## src/rtl/fetch_stage.sv

```systemverilog
// fetch_stage: PC, instruction-memory req/ack sequencer and IF/ID register
// for the 5-stage MIPS core. A one-entry skid buffer keeps a word that
// returns while decode is stalled. Redirects that arrive while a request is
// outstanding are remembered and applied once the abandoned word comes back.
// Optional: define FETCH_PERF_EN to add saturating stall/redirect counters.
module fetch_stage #(
    parameter int                ADDR_W   = 32,
    parameter logic [ADDR_W-1:0] RESET_PC = '0
) (
    input  logic              clk,
    input  logic              rst,
    input  logic              stall,
    input  logic              redirect,
    input  logic [ADDR_W-1:0] redirect_pc,
    output logic              imem_req,
    output logic [ADDR_W-1:0] imem_addr,
    input  logic              imem_ack,
    input  logic [31:0]       imem_rdata,
    output logic [31:0]       if_id_instr,
    output logic [ADDR_W-1:0] if_id_pc4,
    output logic              if_id_valid,
    output logic [5:0]        op,
    output logic [5:0]        func,
    output logic              fetch_busy
`ifdef FETCH_PERF_EN
    ,
    output logic [15:0]       perf_stall_cnt,
    output logic [15:0]       perf_redirect_cnt
`endif
);

    localparam logic [ADDR_W-1:0] FOUR = ADDR_W'(4);

    typedef enum logic [1:0] {IDLE, REQ, HOLD} state_t;

    state_t            state;
    logic [ADDR_W-1:0] pc;
    logic [ADDR_W-1:0] pc4;
    logic [31:0]       skid_instr;
    logic [ADDR_W-1:0] skid_pc4;
    logic              pend_redir;
    logic [ADDR_W-1:0] pend_pc;
    logic              req_q;
    logic              drop;

    assign pc4        = pc + FOUR;
    // the word being acked belongs to a path that has already been abandoned
    assign drop       = redirect | pend_redir;

    assign imem_req   = req_q;
    assign imem_addr  = pc;
    assign op         = if_id_instr[31:26];
    assign func       = if_id_instr[5:0];
    assign fetch_busy = (state != IDLE);

    // Fetch FSM: PC, skid buffer, pending redirect and the IF/ID register
    always_ff @(posedge clk or posedge rst) begin
        if (rst) begin
            state       <= IDLE;
            req_q       <= 1'b0;
            pc          <= RESET_PC;
            skid_instr  <= '0;
            skid_pc4    <= '0;
            pend_redir  <= 1'b0;
            pend_pc     <= '0;
            if_id_instr <= '0;
            if_id_pc4   <= '0;
            if_id_valid <= 1'b0;
        end else begin
            case (state)
                IDLE: begin
                    state <= REQ;
                    req_q <= 1'b1;
                    if (redirect) begin
                        pc <= redirect_pc;
                    end
                end
                REQ: begin
                    if (imem_ack) begin
                        if (drop) begin
                            // returning word is stale: discard and jump
                            pc          <= redirect ? redirect_pc : pend_pc;
                            pend_redir  <= 1'b0;
                            if_id_instr <= '0;
                            if_id_pc4   <= '0;
                            if_id_valid <= 1'b0;
                        end else if (stall) begin
                            // decode can't take it yet: park it in the skid
                            skid_instr <= imem_rdata;
                            skid_pc4   <= pc4;
                            pc         <= pc4;
                            state      <= HOLD;
                            req_q      <= 1'b0;
                        end else begin
                            if_id_instr <= imem_rdata;
                            if_id_pc4   <= pc4;
                            if_id_valid <= 1'b1;
                            pc          <= pc4;
                        end
                    end else if (redirect) begin
                        // address must stay put until the ack; remember target
                        pend_redir  <= 1'b1;
                        pend_pc     <= redirect_pc;
                        if_id_instr <= '0;
                        if_id_pc4   <= '0;
                        if_id_valid <= 1'b0;
                    end else if (!stall) begin
                        if_id_instr <= '0;
                        if_id_pc4   <= '0;
                        if_id_valid <= 1'b0;
                    end
                end
                HOLD: begin
                    if (redirect) begin
                        pc          <= redirect_pc;
                        if_id_instr <= '0;
                        if_id_pc4   <= '0;
                        if_id_valid <= 1'b0;
                        state       <= REQ;
                        req_q       <= 1'b1;
                    end else if (!stall) begin
                        if_id_instr <= skid_instr;
                        if_id_pc4   <= skid_pc4;
                        if_id_valid <= 1'b1;
                        state       <= REQ;
                        req_q       <= 1'b1;
                    end
                end
                default: begin
                    state <= IDLE;
                    req_q <= 1'b0;
                end
            endcase
        end
    end

`ifdef FETCH_PERF_EN
    // Saturating counts of stall cycles and redirect cycles
    always_ff @(posedge clk or posedge rst) begin
        if (rst) begin
            perf_stall_cnt    <= '0;
            perf_redirect_cnt <= '0;
        end else begin
            if (stall && (perf_stall_cnt != 16'hFFFF)) begin
                perf_stall_cnt <= perf_stall_cnt + 16'd1;
            end
            if (redirect && (perf_redirect_cnt != 16'hFFFF)) begin
                perf_redirect_cnt <= perf_redirect_cnt + 16'd1;
            end
        end
    end
`endif

endmodule

```

## config.mk

```make
export PLATFORM = sky130hd
export DESIGN_NAME = fetch_stage
export DESIGN_NICKNAME = d
export VERILOG_FILES = /design/src/rtl/fetch_stage.sv
export SDC_FILE = /design/constraint.sdc
export NUM_CORES = 1
export LEC_CHECK = 0
export CAP_MARGIN = 20
export CORE_AREA = 2 2 132 134
export CTS_CLUSTER_SIZE = 40
export DETAILED_ROUTE_END_ITERATION = 16
export DIE_AREA = 0 0 134 136
export PLACE_DENSITY = 0.94
export SLEW_MARGIN = 30
export SYNTH_ARGS = -nofsm -noshare
export SYNTH_HDL_FRONTEND = slang
export SYNTH_SLANG_ARGS = --single-unit
```

## constraint.sdc

```tcl
create_clock -name clk -period 20 [get_ports clk]
set_input_delay 4 -clock clk [delete_from_list [all_inputs] [get_ports clk]]
set_output_delay 4 -clock clk [all_outputs]
set_load 0.05 [all_outputs]
```

# [After elaboration in Yosys (flattened, before gate mapping)]
# Index checks and enable logic that the tools add are counted.
# Widths: inputs -> output; s select.
[word_totals] register_bits=197 input_bits=69 wordCells=78
[classes] add_sub_neg=1 eq_ne=10 muxes=41 bitwise_logic=3 reduce_logical=13
[op_table] operator="$mux 32" count=16
[op_table] operator="$pmux 32 s2" count=3
[op_table] operator="$add 32x3->32 const B" count=1
[op_table] operator="$mux 1" count=14
[op_table] operator="$reduce_and 4->1" count=3
[op_table] operator="$mux 2" count=5
[op_table] operator="$ne 4x4->1 const B" count=2
[op_table] operator="$reduce_bool 2->1" count=4
[op_table] operator="$ne 2x2->1 const B" count=3
[op_table] operator="$pmux 2 s3" count=1
[op_table] operator="$reduce_and 3->1" count=2
[op_table] operator="$ne 2x1->1 const B" count=2
[op_table] operator="$reduce_and 2->1" count=2
[op_table] operator="$ne 3x3->1 const B" count=1
[op_table] operator="$pmux 1 s3" count=1
[op_table] operator="$eq 2x1->1 const B" count=1
[op_table] operator="$eq 2x2->1 const B" count=1
[op_table] operator="$logic_not 2->1" count=1
[op_table] operator="$not 1->1" count=2
[op_table] operator="$pmux 1 s2" count=1
[op_table] operator="$reduce_or 2->1" count=1
[op_table] operator="$or 1x1->1" count=1

# [Logic depth before layout (Yosys ltp)]
# Gate-level depths: netlist (run 1).
[depth] ltp_word=5 ltp_mapped=10

# [Worst setup path before layout (run 1)]
# Ideal clock, no wire load.
[synth_path] kind="input to register" start="input redirect" end="register pc[21] (netlist: imem_addr[21])" t_arrival_ps=5383 required_time_ps=19934 slack_ps=14551 cell_stages=7 cell_sequence="clkbuf_1 nor2_1 clkbuf_1 clkbuf_1 o21ai_0 o311ai_0 a22o_1"
[synth_via] elab_chain_cells=4
[synth_lines] element="start, declared" line_no="13" source="input logic redirect,"
[synth_lines] element="$mux 32 / $or 1x1->1 (equally long branches)"
[synth_lines] element="$mux 32" line_no="80" source="if (drop) begin"
[synth_lines] element="$mux 32" line_no="79" source="if (imem_ack) begin"
[synth_lines] element="$pmux 32 s2" line_no="70" source="case (state)"
[synth_lines] element="end signal, assigned" line_no="75" source="pc <= redirect_pc;"
[synth_lines] element="end signal, assigned" line_no="82" source="pc <= redirect ? redirect_pc : pend_pc;"
[synth_lines] element="end signal, assigned" line_no="91" source="pc <= pc4;"
[synth_lines] element="end, declared" line_no="37" source="logic [ADDR_W-1:0] pc;"
# Several ways; a longest one is shown, not always the timed one. The select of a mux whose other input is x is not followed.
# A chain may end at the register's enable or synchronous reset.

# [Worst setup path in the final report (run 1)]
[layout_path] start="register state[0]" end="output fetch_busy"
[layout_via] elab_chain_cells=1
[layout_lines] element="start, declared" line_no="36" source="state_t state;"
[layout_lines] element="start signal, assigned" line_no="59" source="state <= IDLE;"
[layout_lines] element="start signal, assigned" line_no="72" source="state <= REQ;"
[layout_lines] element="start signal, assigned" line_no="92" source="state <= HOLD;"
[layout_lines] element="$reduce_bool 2->1" line_no="54" source="assign fetch_busy = (state != IDLE);"
[layout_lines] element="end, declared" line_no="24" source="output logic fetch_busy"
# No other way between the ends.

==> metrics.log, run 1 <==
INFO  metric critPathCaptureType = primary output
INFO  metric synth_cell_type_count = 54
INFO  metric post_synth_inst_count = 886
INFO  metric power_leakage = 4.875 nW
INFO  metric total_cts_buffers = 17
INFO  metric clock.fmax = around 160 MHz
INFO  metric slowest_delay = ~0.80 ns
INFO  metric max-clock-path-buffers = 2
INFO  metric postSynth.topFlopCell = dfrtp_1
INFO  metric post_route_cells_drive_above_1_share = 0.1324
INFO  metric yosys-top-cells-area = dfrtp_1 53%, mux2_2 9.7%, nor2_1 5.3%
INFO  metric cts_repair_resize_count = 0
INFO  metric holdCritPathClass = reg -> reg
INFO  metric power_density = slightly above 200 nW/um^2
INFO  metric critical_path.cell_chain = inv_1, ha_1, inv_1, clkdlybuf4s50_1
INFO  metric yosys_warnings = 0
INFO  metric antenna_violating_nets_left = 0
INFO  metric n_antenna_cell = 0
INFO  metric vdd_ir_drop_max = a little over 90 uV
INFO  metric worst_ep_required_time = approximately 16 ns
INFO  metric syn_area_per_cell = about 10 sq um
INFO  metric clk-insertion-delay-late = approximately 0.45 ns
INFO  metric cts-htree-levels = 4
INFO  metric synth_enable_flop_cells = 0
INFO  metric grt_first_pass_wirelength = roughly 37 mm
INFO  metric ys_ff_latch = between 150 and 200
INFO  metric critPathLaunchType = flop
INFO  metric sequential_fraction_of_the_synthesis_area = 0.5332
INFO  metric syn_nets = 960
INFO  metric worst_ep_arrival_time = 2.16 ns
INFO  metric cts_hold_repair.buffers = 0
INFO  metric skew = 0.01345 ns
INFO  metric grt_use_total = 0.2601
INFO  metric final-max-slew-violation-count = 0
INFO  metric synthesis.area = between 9000 and 10,000 sq um
INFO  metric fin_crit_sh = 0.3079
INFO  metric gr-total-overflow = 0
INFO  metric critical_path.most_common_cell = inv_1
INFO  metric asyncSetResetFlopFracSynth = 1.000
INFO  metric drt_first_pass_iters = 5
INFO  metric drt_iter0_drc = between 600 and 700
INFO  metric via_count_of_the_first_global_routing_pass = ~7,200
INFO  metric cts_root_buffer = clkbuf_16
INFO  metric synth_common_cells = 197 x dfrtp_1, 131 x nor2_1, 80 x mux2_2, 58 x clkbuf_1, 58 x o21ai_0
INFO  metric maxCapViolCount = 0
INFO  metric status = finished clean
INFO  metric fin_total_pwr = roughly 0.0024 W
INFO  metric detail_route.wl_per_cell = approximately 19 um
INFO  metric grt_start_max_net_pins = around 120
INFO  metric netlist.top_cell.by_area = dfrtp_1
INFO  metric tritoncts = built
INFO  metric setup-tns-final = 0 ns
INFO  metric layout-area-overhead-vs-synth = 26.04%
INFO  metric io_pins = 180
INFO  metric drt_drc_violations_left = 0
INFO  metric slew_at_the_pin_with_the_worst_max_slew_slack = around 1.1 ns
INFO  metric critPathKind = reg -> out
INFO  metric vias_per_cell = 6.019
INFO  metric synthDominantCellAreaShare = 0.5332
INFO  metric fp.coreArea = around 17,000 sq um
INFO  metric cp_slowest_cell = clkdlybuf4s50_1
INFO  metric crit_fanout = 6
INFO  metric detailroute.via_count = around 7,500
INFO  metric grt_antenna_before_repair = 0
INFO  metric yosysMostFrequentCell = dfrtp_1
INFO  metric unrepaired_setup_endpoints_after_global_routing = false
INFO  metric final_nets = 1,089
INFO  metric timing.final.crit_period = 6.158 ns
INFO  metric setup-violations-final = 0
INFO  metric die_area = around 18,000 sq um
INFO  metric final_layout_worst_hold_slack = between 0.4 and 0.5 ns
INFO  metric cts.repair_timing.setup_buffer_count = 0
INFO  metric finalCoreUtilization = 0.6905
INFO  metric clock_edge_transition_at_the_registers_on_the_reported_setup_and_hold_paths = 0.07 ns
INFO  metric drt_wl_total = around 23 mm
INFO  metric cts.sinks = between 150 and 200
INFO  metric timing.final.hold_violations = 0
INFO  metric global_placement_routability_congestion = around 0.87
INFO  metric num_rows = 48
INFO  metric port_buffers = 179
INFO  metric initial_util = 0.5479
INFO  metric max-slew-margin-rel = 0.2776
INFO  metric dieWidth = roughly 130 um
INFO  metric floorplan.die.height = roughly 140 um
INFO  metric post-dp-hpwl = roughly 15 mm
## worst paths after layout
| kind | start | to | slack [ns] | depth (start not counted) |
|---|---|---|---|---|
| worst max-delay path | state[0] | fetch_busy | 13.84 | 4 |
| worst min-delay path | skid_pc4[16] | skid_pc4[16] | 0.48 | 2 |
| worst min register to register | skid_pc4[16] | skid_pc4[16] | 0.48 | 2 |
| max in group asynchronous | rst | imem_addr[18] | 14.65 | 3 |
| min in group asynchronous | rst | skid_instr[1] | 4.11 | 2 |
| worst max register to register | pend_redir | if_id_pc4[24] | 17.13 | 5 |
## cells by family after synthesis
kind of cell               synth area share
muxes                               0.09959
buffers and inverters               0.04371
DFF                                  0.5332
and+or+nand+nor                      0.1378
adders and majority gates          0.006766
AOI/OAI and AO/OA                    0.1535
xor gates and xnor gates            0.02557
## flip-flops by register name, indices dropped and copies added (netlist names)
signal       cells
if_id_valid      1
pend_pc         32
skid_pc4        32
imem_req         1
if_id_instr     32
skid_instr      32
state            2
if_id_pc4       32
imem_addr       32
pend_redir       1
## area by class of cell
| type | instances | area [sq um] |
|---|---|---|
| multi-input combinational | 597 | 3959 |
| timing repair buffer | 189 | 1891 |
| sequential | 197 | 4930 |
| fill | 1199 | 5223 |
| clock buffer | 21 | 460.4 |
| clock inverter | 10 | 76.32 |
| tap | 225 | 281.5 |
| inverter | 13 | 56.30 |
## power breakdown
group | internal [W] | leakage (nW) | switching (W) | total, W
registers | 0.000599 | 2.41 | 0.000159 | 0.000758
logic | 0.000471 | 2.21 | 0.000830 | 0.00130
clock network | 0.000166 | 0.256 | 0.000151 | 0.000317
total | 0.00124 | 4.87 | 0.00114 | 0.00238
## per-layer routing
layer  part of all wire  up-vias  track usage
met5                  0        -            0
met4              0.021        0       0.1022
met3              0.082       48      0.06488
met2               0.47      352       0.4088
met1               0.43     3684       0.3493
li1                   -     3452            -
## worst max-delay path: cells and delay by family, from the launching register on
family	cells	cell delay (ns)
adders and majority gates	1	0.27
buffers and inverters	3	1.00
DFF	1	0.45
## placed cells by master, fill, tap and decap left out, drive strengths merged, types with 6 or more instances in the layout
cell type / synthesis / final
a21oi: 32 / 32
a221oi: 52 / 52
a22oi: 11 / 11
a31oi: 7 / 7
and3: 12 / 12
buf: 21 / 10
clkbuf: 58 / 21
clkdlybuf4s50: 0 / 179
dfrtp: 197 / 197
inv: 13 / 15
mux2: 80 / 80
nand2: 53 / 53
nand2b: 6 / 6
nand3: 15 / 15
nand4: 13 / 13
nor2: 131 / 131
nor3: 14 / 14
o21ai: 59 / 59
o221ai: 6 / 6
or3: 10 / 10
xnor2: 23 / 23
## per-stage QoR
step	area (sq um)	std cells	setup slack, ns
2_1_floorplan	9246	886	10.63
3_3_place_gp	11080	1220	13.16
3_5_place_dp	11110	1221	13.41
4_1_cts	11650	1252	13.83
5_1_grt	11650	1252	13.71
6_report	11650	1252	13.84
Power figures use the tool's default switching activity.
==> run 2, diff against run 1 <==
CORE_AREA = 2 2 144 146   (was 2 2 132 134)
DIE_AREA = 0 0 146 148   (was 0 0 134 136)
PLACE_DENSITY = 0.85   (was 0.94)
clock period = 5.1 ns   (was 20 ns; I/O delays follow)
==> metrics.log, run 2 (synthesis gave the netlist of run 1 again) <==
INFO  metric vias_per_cell = 5.771 (was 6.019)
INFO  metric worst_ep_required_time = 5.44 ns (was 16.00 ns)
INFO  metric holdCritPathClass = reg -> reg (unchanged)
INFO  metric clk-insertion-delay-late = 0.43 ns (was 0.45 ns)
INFO  metric drt_wl_total = 23.92 mm (was 23.30 mm)
INFO  metric cts.sinks = 197 (unchanged)
INFO  metric fin_crit_sh = 0.6279
INFO  metric critPathCaptureType = flop (was primary output)
INFO  metric grt_antenna_before_repair = 0 (unchanged)
INFO  metric gr-total-overflow = 0 (unchanged)
INFO  metric maxCapViolCount = 0 (unchanged)
INFO  metric antenna_violating_nets_left = 0 (unchanged)
INFO  metric port_buffers = 179 (unchanged)
INFO  metric grt_first_pass_wirelength = 38.33 mm (was 37.22 mm)
INFO  metric cts.repair_timing.setup_buffer_count = 0 (unchanged)
INFO  metric cp_top_family = buffers and inverters (unchanged)
INFO  metric clock_edge_transition_at_the_registers_on_the_reported_setup_and_hold_paths = 0.07 ns (about the same)
INFO  metric detailroute.via_count = 7,525 (was 7,536)
INFO  metric final-max-slew-violation-count = 0 (unchanged)
INFO  metric io_pins = 180 (unchanged)
INFO  metric slowest_delay = 0.60 ns (was 0.80 ns)
INFO  metric detail_route.wl_per_cell = 18.34 um (was 18.61 um)
INFO  metric drt_iter0_drc = 629 (was 643)
INFO  metric layout-area-overhead-vs-synth = 28.40% (was 26.04%)
INFO  metric clock.fmax = around 310 MHz
INFO  metric post-dp-hpwl = 16.69 mm (was 15.46 mm)
INFO  metric die_area = 21,610 sq um (was 18,220 sq um)
INFO  metric vdd_ir_drop_max = 351.7 uV (was 91.18 uV)
INFO  metric cts_root_buffer = clkbuf_16 (unchanged)
INFO  metric critical_path.cell_chain = clkdlybuf4s50_1, nand2_1, a21oi_1, o21a_2, buf_4, nand2_1, o21ai_0 (was inv_1, ha_1, inv_1, clkdlybuf4s50_1)
INFO  metric power_density = 804.1 nW/um^2 (was 203.9 nW/um^2)
INFO  metric fillerInstances = 1,691 (was 1,199)
INFO  metric max-slew-margin-rel = 0.3885 (was 0.2776)
INFO  metric via_count_of_the_first_global_routing_pass = 7,153 (was 7,233)
INFO  metric cts_hold_repair.buffers = 0 (unchanged)
INFO  metric post_route_cells_drive_above_1_share = 0.1402 (was 0.1324)
INFO  metric final_nets = 1,095 (was 1,089)
INFO  metric power_leakage = 4.949 nW (was 4.875 nW)
INFO  metric initial_util = 0.4614 (was 0.5479)
INFO  metric skew = 0.01019 ns (was 0.01345 ns)
INFO  metric crit_fanout = 55 (was 6)
INFO  metric cts_repair_resize_count = 0 (unchanged)
INFO  metric setup-tns-final = 0 ns (unchanged)
INFO  metric n_antenna_cell = 0 (unchanged)
INFO  metric dp_worst_setup_slack = 1.522 ns (was 13.41 ns)
INFO  metric number_of_buffer_and_inverter_stages_on_the_critical_path = 2 (was 3)
INFO  metric slew_at_the_pin_with_the_worst_max_slew_slack = 0.9173 ns (was 1.074 ns)
INFO  metric worst_ep_arrival_time = 3.54 ns (was 2.16 ns)
INFO  metric finalInstanceArea = 11,870 sq um (was 11,650 sq um)
INFO  metric grt_use_total = 0.2227 (was 0.2601)
INFO  metric reg2reg_slack = 2.28 ns (was 17.13 ns)
INFO  metric drt_drc_violations_left = 0 (unchanged)
INFO  metric dieWidth = 146 um (was 134 um)
INFO  metric critPathKind = in -> reg (was reg -> out)
INFO  metric critical_path.most_common_cell = nand2_1 (was inv_1)
INFO  metric fp.coreArea = 20,040 sq um (was 16,880 sq um)
INFO  metric layout_commonest_cell = dfrtp_1 (unchanged)
INFO  metric placed_cells = 1,270 (was 1,221)
INFO  metric critPathLaunchType = input pin (was flop)
INFO  metric unrepaired_setup_endpoints_after_global_routing = false (unchanged)
INFO  metric total_cts_buffers = 17 (unchanged)
INFO  metric layout_common_cells = 197 x dfrtp_1, 179 x clkdlybuf4s50_1, 129 x nor2_1 (unchanged)
INFO  metric layout_setup_ws = 1.898 ns (was 13.84 ns)
INFO  metric postPlaceCellArea = 11,190 sq um (was 11,110 sq um)
INFO  metric status = finished clean (unchanged)
INFO  metric layoutNonFillerInstCount = 1,304 (was 1,252)
INFO  metric cp_slowest_cell = clkdlybuf4s50_1 (unchanged)
INFO  metric grt_start_max_net_pins = 83 (was 117)
INFO  metric num_rows = 52 (was 48)
INFO  metric drt_first_pass_iters = 5 (unchanged)
INFO  metric final_layout_worst_hold_slack = 0.4868 ns (was 0.4820 ns)
INFO  metric floorplan.die.height = 148 um (was 136 um)
INFO  metric cts-htree-levels = 4 (unchanged)
INFO  metric setup-violations-final = 0 (unchanged)
INFO  metric timing.final.hold_violations = 0 (unchanged)
INFO  metric max-clock-path-buffers = 2 (unchanged)
INFO  metric tritoncts = built (unchanged)
INFO  metric global_placement_routability_congestion = 0.8926 (was 0.8659)
INFO  metric timing.final.crit_period = 3.202 ns
[run 2: changes by cell type in the layout (fill, tap and decap cells not counted), moves of 2 or more]
cell,delta
buf_4,+4
clkbuf_1,-2
bufinv_16,+3
buf_12,+2
clkinv_4,-3
clkinvlp_4,+3
[run 2: metrics by stage]
| step | util | power [W] |
|---|---|---|
| 2_1_floorplan | - | 0.006524 |
| 3_3_place_gp | 0.5584 | 0.007915 |
| 3_5_place_dp | 0.5584 | 0.008099 |
| 4_1_cts | 0.5895 | 0.009530 |
| 5_1_grt | 0.5925 | 0.01011 |
| 6_report | 0.5925 | 0.009546 |
[run 2: worst paths after layout]
path / from / endpoint / depth (start not counted)
min in group asynchronous: rst / skid_instr[1] / 2
worst max-delay path: imem_ack / if_id_pc4[26] / 7
max in group asynchronous: rst / if_id_pc4[4] / 4
worst min-delay path: skid_pc4[22] / skid_pc4[22] / 2
worst max register to register: pend_redir / if_id_pc4[26] / 6
worst min register to register: skid_pc4[22] / skid_pc4[22] / 2
[run 2: power by group]
group          leakage, nW  internal, W  switching [W]  total [W]
clock                0.291     0.000805       0.000612    0.00142
combinational         2.25      0.00189        0.00328    0.00517
sequential            2.41      0.00235       0.000609    0.00296
total                 4.95      0.00504        0.00450    0.00955
[run 2: final cells by class]
type / count / area (sq um) / area share
clock inverter: 13 / 170.2 / 0.01433
timing repair buffer: 195 / 1977 / 0.1665
tap: 270 / 337.8 / 0.02845
inverter: 13 / 52.55 / 0.004426
multi-input combinational: 597 / 3953 / 0.3329
sequential: 197 / 4930 / 0.4152
clock buffer: 19 / 452.9 / 0.03815
[run 2: worst reg2reg max path, cell delays in order, from the launching register on]
cell and delay [ns]:
dfrtp_1 0.78, nand2_1 0.12, a21oi_1 0.40, o21a_2 0.18
buf_4 0.47, nand2_1 0.48, o21ai_0 0.31
[run 2: routing by layer]
| layer | global-route usage | vias up | wire [um] |
|---|---|---|---|
| met5 | 0 | - | 0 |
| met4 | 0.06602 | 0 | 492 |
| met3 | 0.04290 | 37 | 1619 |
| met2 | 0.3637 | 330 | 11570 |
| met1 | 0.3047 | 3695 | 10230 |
| li1 | - | 3463 | - |
